--- src/rtl/upsampler_feed.sv ---
// upsampler_feed: CPU-to-upsampler sample feeder.
// A first-word-fall-through FIFO of {x,y} pairs, written from the CPU side
// and drained one pair per ce_strobe once enough samples have been primed.
// An empty FIFO on a strobe is an underrun: the block counts it and
// re-primes before resuming.
module upsampler_feed #(
  parameter int DW = 16,
  parameter int AW = 5
) (
  input  logic                 sys_clk,
  input  logic                 rst,
  input  logic                 enable,
  input  logic                 underrun_zero,
  input  logic [AW:0]          prime_level,
  input  logic                 wr_valid,
  output logic                 wr_ready,
  input  logic signed [DW-1:0] wr_x,
  input  logic signed [DW-1:0] wr_y,
  input  logic                 ce_strobe,
  output logic signed [DW-1:0] out_x,
  output logic signed [DW-1:0] out_y,
  output logic                 out_valid,
  output logic [AW:0]          fill_level,
  output logic [1:0]           state,
  output logic [15:0]          underrun_count,
  input  logic                 underrun_clear
);

  localparam int DEPTH = 1 << AW;

  // Occupancy constants expressed in the AW+1-bit pointer domain.
  localparam logic [AW:0] C_ZERO = {(AW+1){1'b0}};
  localparam logic [AW:0] C_ONE  = {{AW{1'b0}}, 1'b1};
  localparam logic [AW:0] C_FULL = {1'b1, {AW{1'b0}}};
  localparam logic [15:0] C_CNT_MAX = 16'hFFFF;

  typedef enum logic [1:0] {
    S_IDLE  = 2'd0,
    S_PRIME = 2'd1,
    S_RUN   = 2'd2
  } state_t;

  state_t              r_state;
  logic [AW:0]         r_wr_ptr;
  logic [AW:0]         r_rd_ptr;
  logic [2*DW-1:0]     r_mem [DEPTH];
  logic signed [DW-1:0] r_out_x;
  logic signed [DW-1:0] r_out_y;
  logic                r_out_valid;
  logic [15:0]         r_underrun_count;

  logic [AW:0]     w_fill;
  logic            w_full;
  logic            w_empty;
  logic            w_wr_ready;
  logic            w_wr_en;
  logic            w_pop;
  logic            w_underrun;
  logic [AW:0]     w_prime_eff;
  logic [2*DW-1:0] w_head;

  // The extra pointer bit separates full (2^AW) from empty (0).
  assign w_fill     = r_wr_ptr - r_rd_ptr;
  assign w_full     = (w_fill == C_FULL);
  assign w_empty    = (w_fill == C_ZERO);
  assign w_head     = r_mem[r_rd_ptr[AW-1:0]];

  // Ready only from registered state; a pop in the same cycle does not free a slot.
  assign w_wr_ready = (r_state != S_IDLE) && !w_full;

  // A write offered while disabling or resetting is dropped.
  assign w_wr_en    = wr_valid && w_wr_ready && enable && !rst;

  assign w_pop      = enable && (r_state == S_RUN) && ce_strobe && !w_empty;
  assign w_underrun = enable && (r_state == S_RUN) && ce_strobe && w_empty;

  // Clamp the priming threshold into 1..2^AW.
  always_comb begin
    w_prime_eff = prime_level;
    if (prime_level == C_ZERO) begin
      w_prime_eff = C_ONE;
    end else if (prime_level > C_FULL) begin
      w_prime_eff = C_FULL;
    end else begin
      w_prime_eff = prime_level;
    end
  end

  // FIFO storage: x and y are kept in one word so they can never be split.
  always_ff @(posedge sys_clk) begin
    if (w_wr_en) begin
      r_mem[r_wr_ptr[AW-1:0]] <= {wr_x, wr_y};
    end
  end

  // State machine, FIFO pointers and registered sample outputs.
  always_ff @(posedge sys_clk) begin
    if (rst) begin
      r_state     <= S_IDLE;
      r_wr_ptr    <= C_ZERO;
      r_rd_ptr    <= C_ZERO;
      r_out_x     <= '0;
      r_out_y     <= '0;
      r_out_valid <= 1'b0;
    end else if (!enable) begin
      r_state     <= S_IDLE;
      r_wr_ptr    <= C_ZERO;
      r_rd_ptr    <= C_ZERO;
      r_out_x     <= '0;
      r_out_y     <= '0;
      r_out_valid <= 1'b0;
    end else begin
      r_out_valid <= 1'b0;

      if (w_wr_en) begin
        r_wr_ptr <= r_wr_ptr + C_ONE;
      end

      if (w_pop) begin
        r_rd_ptr    <= r_rd_ptr + C_ONE;
        r_out_x     <= w_head[2*DW-1:DW];
        r_out_y     <= w_head[DW-1:0];
        r_out_valid <= 1'b1;
      end

      case (r_state)
        S_IDLE: begin
          r_state <= S_PRIME;
        end
        S_PRIME: begin
          // Strobes are ignored here; outputs keep their last values.
          if (w_fill >= w_prime_eff) begin
            r_state <= S_RUN;
          end
        end
        S_RUN: begin
          if (w_underrun) begin
            r_state <= S_PRIME;
            if (underrun_zero) begin
              r_out_x <= '0;
              r_out_y <= '0;
            end
          end
        end
        default: begin
          r_state <= S_IDLE;
        end
      endcase
    end
  end

  // Saturating underrun counter; a clear wins over a same-cycle underrun.
  always_ff @(posedge sys_clk) begin
    if (rst) begin
      r_underrun_count <= 16'h0000;
    end else if (underrun_clear) begin
      r_underrun_count <= 16'h0000;
    end else if (w_underrun && (r_underrun_count != C_CNT_MAX)) begin
      r_underrun_count <= r_underrun_count + 16'h0001;
    end
  end

  assign wr_ready       = w_wr_ready;
  assign out_x          = r_out_x;
  assign out_y          = r_out_y;
  assign out_valid      = r_out_valid;
  assign fill_level     = w_fill;
  assign state          = r_state;
  assign underrun_count = r_underrun_count;

endmodule

--- config.mk ---
export PLATFORM = sky130hd
export DESIGN_NAME = upsampler_feed
export DESIGN_NICKNAME = d
export VERILOG_FILES = /design/src/rtl/upsampler_feed.sv
export SDC_FILE = /design/constraint.sdc
export NUM_CORES = 1
export LEC_CHECK = 0
export CORE_ASPECT_RATIO = 1.5
export CORE_MARGIN = 5
export CORE_UTILIZATION = 55
export CTS_BUF_LIST = sky130_fd_sc_hd__clkbuf_8
export CTS_CLUSTER_DIAMETER = 120
export DETAILED_ROUTE_END_ITERATION = 7
export HOLD_SLACK_MARGIN = 0.02
export PLACE_DENSITY = 0.72
export SYNTH_ARGS = -nofsm -noshare
export SYNTH_HDL_FRONTEND = slang
export SYNTH_SLANG_ARGS = --single-unit
--- constraint.sdc ---
create_clock -name sys_clk -period 7.9 [get_ports sys_clk]
set_input_delay 1.58 -clock sys_clk [delete_from_list [all_inputs] [get_ports sys_clk]]
set_output_delay 1.58 -clock sys_clk [all_outputs]
set_load 0.05 [all_outputs]
==> flow_metrics.py <==
metrics = {
    "outcome": {
        "status": "finished, final reports clean",
    },
    "route": {
        "drt-total-wl_um": 94900,
        "ant_nets": 0,
        "detail_route.wl_per_cell_um": 26.2,
        "viasPerCell": 6.23,
        "drt_iter0_drc": 2151,
        "first_pass_iters": 5,
        "vias": 22500,
        "route.detailed.drc": 0,
    },
    "sta": {
        "fin_tns_setup_ns": 0,
        "min_period_ns": 6.79,
        "rsz0062_at_grt": "no",
        "worstMarginPinSlew_ns": 1.35,
        "finalHoldViolations": 0,
        "slew_headroom_pct": 9.54,
        "fin_crit_sh_pct": 85.9,
        "max_freq_ghz": 0.147,
        "final_max_slew_viol_count": 0,
        "clock-skew-final_ns": 0.0288,
        "setup_viol": 0,
    },
    "clocking": {
        "insertion_delay_ns": 0.81,
        "cts_buffer_depth": 3,
        "cts_hold_buf": 0,
        "root_buffer": "clkbuf_8",
        "post_cts_buffers": 0,
        "cts.repair.resized": 0,
        "htree_levels": 4,
        "numCtsBuffers": 153,
        "cts_tree": "done",
        "cts.sinks": 1092,
        "path_clk_slew_ns": 0.06,
    },
    "final_layout": {
        "ff_latch_area_um2": 32100,
        "area_growth_pct": 13.0,
        "final_cells": 3619,
        "drive_above_1_share_pct": 23.5,
        "fin_nets": 2548,
        "multi_input_area_um2": 9840,
        "n_fill_cell": 5267,
    },
    "critical_path": {
        "crit_fanout": 25,
        "start_kind": "register",
        "worstPathArrival_ns": 5.21,
        "r2r-start": "r_wr_ptr[0]",
        "required_ns": 6.32,
        "crit_type": "register to output pin",
        "critical_path.startpoint": "r_wr_ptr[0]",
        "crit_path_end_kind": "output pin",
        "rrSetupSlack_ns": 3.23,
    },
    "flow_run": {
        "drv_cap": 0,
    },
    "placement": {
        "gp_routability_congestion": 0.850,
        "dp.cells": 3339,
        "port_buffers": 102,
        "dp_hpwl_um": 56300,
    },
    "power_and_ir_drop": {
        "p_leak_nw": 14.6,
        "vdd_drop_max_v": 0.000146,
        "power_density_nw_per_um2": 224,
    },
    "floorplanning": {
        "rows": 124,
        "core-area_um2": 76300,
        "start_util_pct": 55.5,
        "die_w_um": 237,
        "die_h_um": 350,
        "die_area_um2": 82700,
        "io_pins": 103,
    },
    "logic_synthesis": {
        "ys.flop_type": "edfxtp_1",
        "synth_edf_count": 1024,
        "syn_area_um2": 42300,
        "ys_warn_count": 0,
        "ys_types": 54,
        "synth-seq-cells": 1092,
        "syn_inst": 2300,
        "seq_area_frac_synth_pct": 75.9,
        "ys_async_sr_fraction_pct": 0,
        "avgSynthCellArea_um2": 18.4,
        "syn-num-nets": 2362,
    },
    "global_route": {
        "antenna_found_initial": 4,
        "met2_usage_pct": 38.7,
        "gr-total-overflow": 0,
        "grt_pass1_wl_um": 142000,
        "grt_pass1_vias": 23200,
        "busiest_layer": "met2",
        "grt_max_degree": 161,
        "track_usage_pct": 22.7,
        "use_met1_pct": 29.8,
        "grtUsageMet3_pct": 4.47,
    },
    "worst_hold_path": {
        "hold_path_class": "register to register",
        "min-delay-start": "out_x[4]",
    },
}
==> power breakdown <==
| part | switching, W | total (W) | leakage (nW) | internal [W] |
|---|---|---|---|---|
| Sequential | 0.00000115 | 0.00632 | 9.75 | 0.00632 |
| Combinational | 0.000122 | 0.000158 | 3.22 | 0.0000368 |
| Clock | 0.00205 | 0.00423 | 1.64 | 0.00218 |
==> registers in the layout (all words and copies together) (netlist names), named ones only <==
name and flops:
out_valid 1, out_x 16, out_y 16, r_mem 1024, r_rd_ptr 6, r_wr_ptr 6
state 2, underrun_count 16
==> worst paths after layout <==
check,to,cells past startpoint
max,wr_ready,10
min,out_x[4],2
max reg2reg,r_mem[8][5],11
min reg2reg,out_x[4],2
==> worst max-delay path: stages, from the launching register on <==
cell and delay [ns]:
dfxtp_1 0.40, inv_1 0.13, ha_1 0.23, inv_1 0.06, fa_1 0.47, nor4_1 0.31
mux2i_1 0.17, a211oi_1 0.85, or2_2 0.76, inv_1 0.23, clkdlybuf4s50_1 0.76
==> synthesized netlist by cell type (43+ instances only) <==
cell type | number | area (µm²)
o22ai_1 | 97 | 607
dfxtp_1 | 68 | 1360
o21ai_0 | 43 | 215
edfxtp_1 | 1024 | 30700
nor2b_1 | 70 | 438
nor3_1 | 54 | 270
a211oi_1 | 98 | 736
mux2_2 | 160 | 1800
nand2_1 | 61 | 229
a22oi_1 | 64 | 480
mux4_2 | 128 | 2880
a21oi_1 | 58 | 290
clkbuf_1 | 119 | 447
==> cell usage in the layout, fill, tap and decap left out, types with 34 or more instances in the layout <==
cell and n:
a21oi_1 57, o22ai_1 97, o21ai_0 43, mux2_2 160, clkdlybuf4s50_1 102, a211oi_1 98, clkbuf_8 160, inv_1 57
buf_4 70, nor3_1 35, nand2_1 61, mux2i_1 35, nor2b_1 67, dfxtp_1 66, a22oi_1 64, clkinv_1 38
edfxtp_1 1024, and3_1 34, mux4_2 128
==> metal layers <==
layer  share of wire (%)  vias to the layer above
met5                   0                        -
met4                 2.4                        0
met3                 7.1                      150
met2                  51                      962
met1                  39                    11600
li1                    -                     9778
==> area by class of cell <==
class / count / share of cell area (%)
Sequential cell: 1092 / 67.2
Multi-Input combinational cell: 1049 / 20.6
Clock buffer: 160 / 4.61
Timing Repair Buffer: 174 / 3.32
Tap cell: 1008 / 2.64
Clock inverter: 117 / 1.55
Inverter: 16 / 0.126
Antenna cell: 3 / 0.0157
==> kinds of logic (layout without fill, tap and decap cells) <==
kind of cell	after synthesis	after routing	synth area share, %
XOR/XNOR	4	4	0.0828
AND/OR/NAND/NOR	316	316	4.13
multiplexers	323	323	11.9
flip-flops	1092	1092	75.9
adder cells (fa/ha/maj)	18	18	0.544
AO/OA/AOI/OAI	388	388	6.03
other	0	3	0
buffers and inverters	159	467	1.46
==> through the flow <==
step / hold WS (ns) / power, W / instance area [µm²] / worst slack, ns / util [%]
3_3_place_gp: 0.460 / 0.00659 / 44900 / 1.97 / 58.8
5_1_grt: 0.499 / 0.0111 / 47800 / 0.653 / 62.6
6_report: 0.480 / 0.0107 / 47800 / 1.11 / 62.6
3_5_place_dp: 0.465 / 0.00660 / 44900 / 1.89 / 58.8
4_1_cts: 0.478 / 0.0108 / 47800 / 0.964 / 62.6
2_1_floorplan: 0.463 / 0.00647 / 42300 / 1.18 / -
Note: power is estimated with default switching activity, not from simulation.
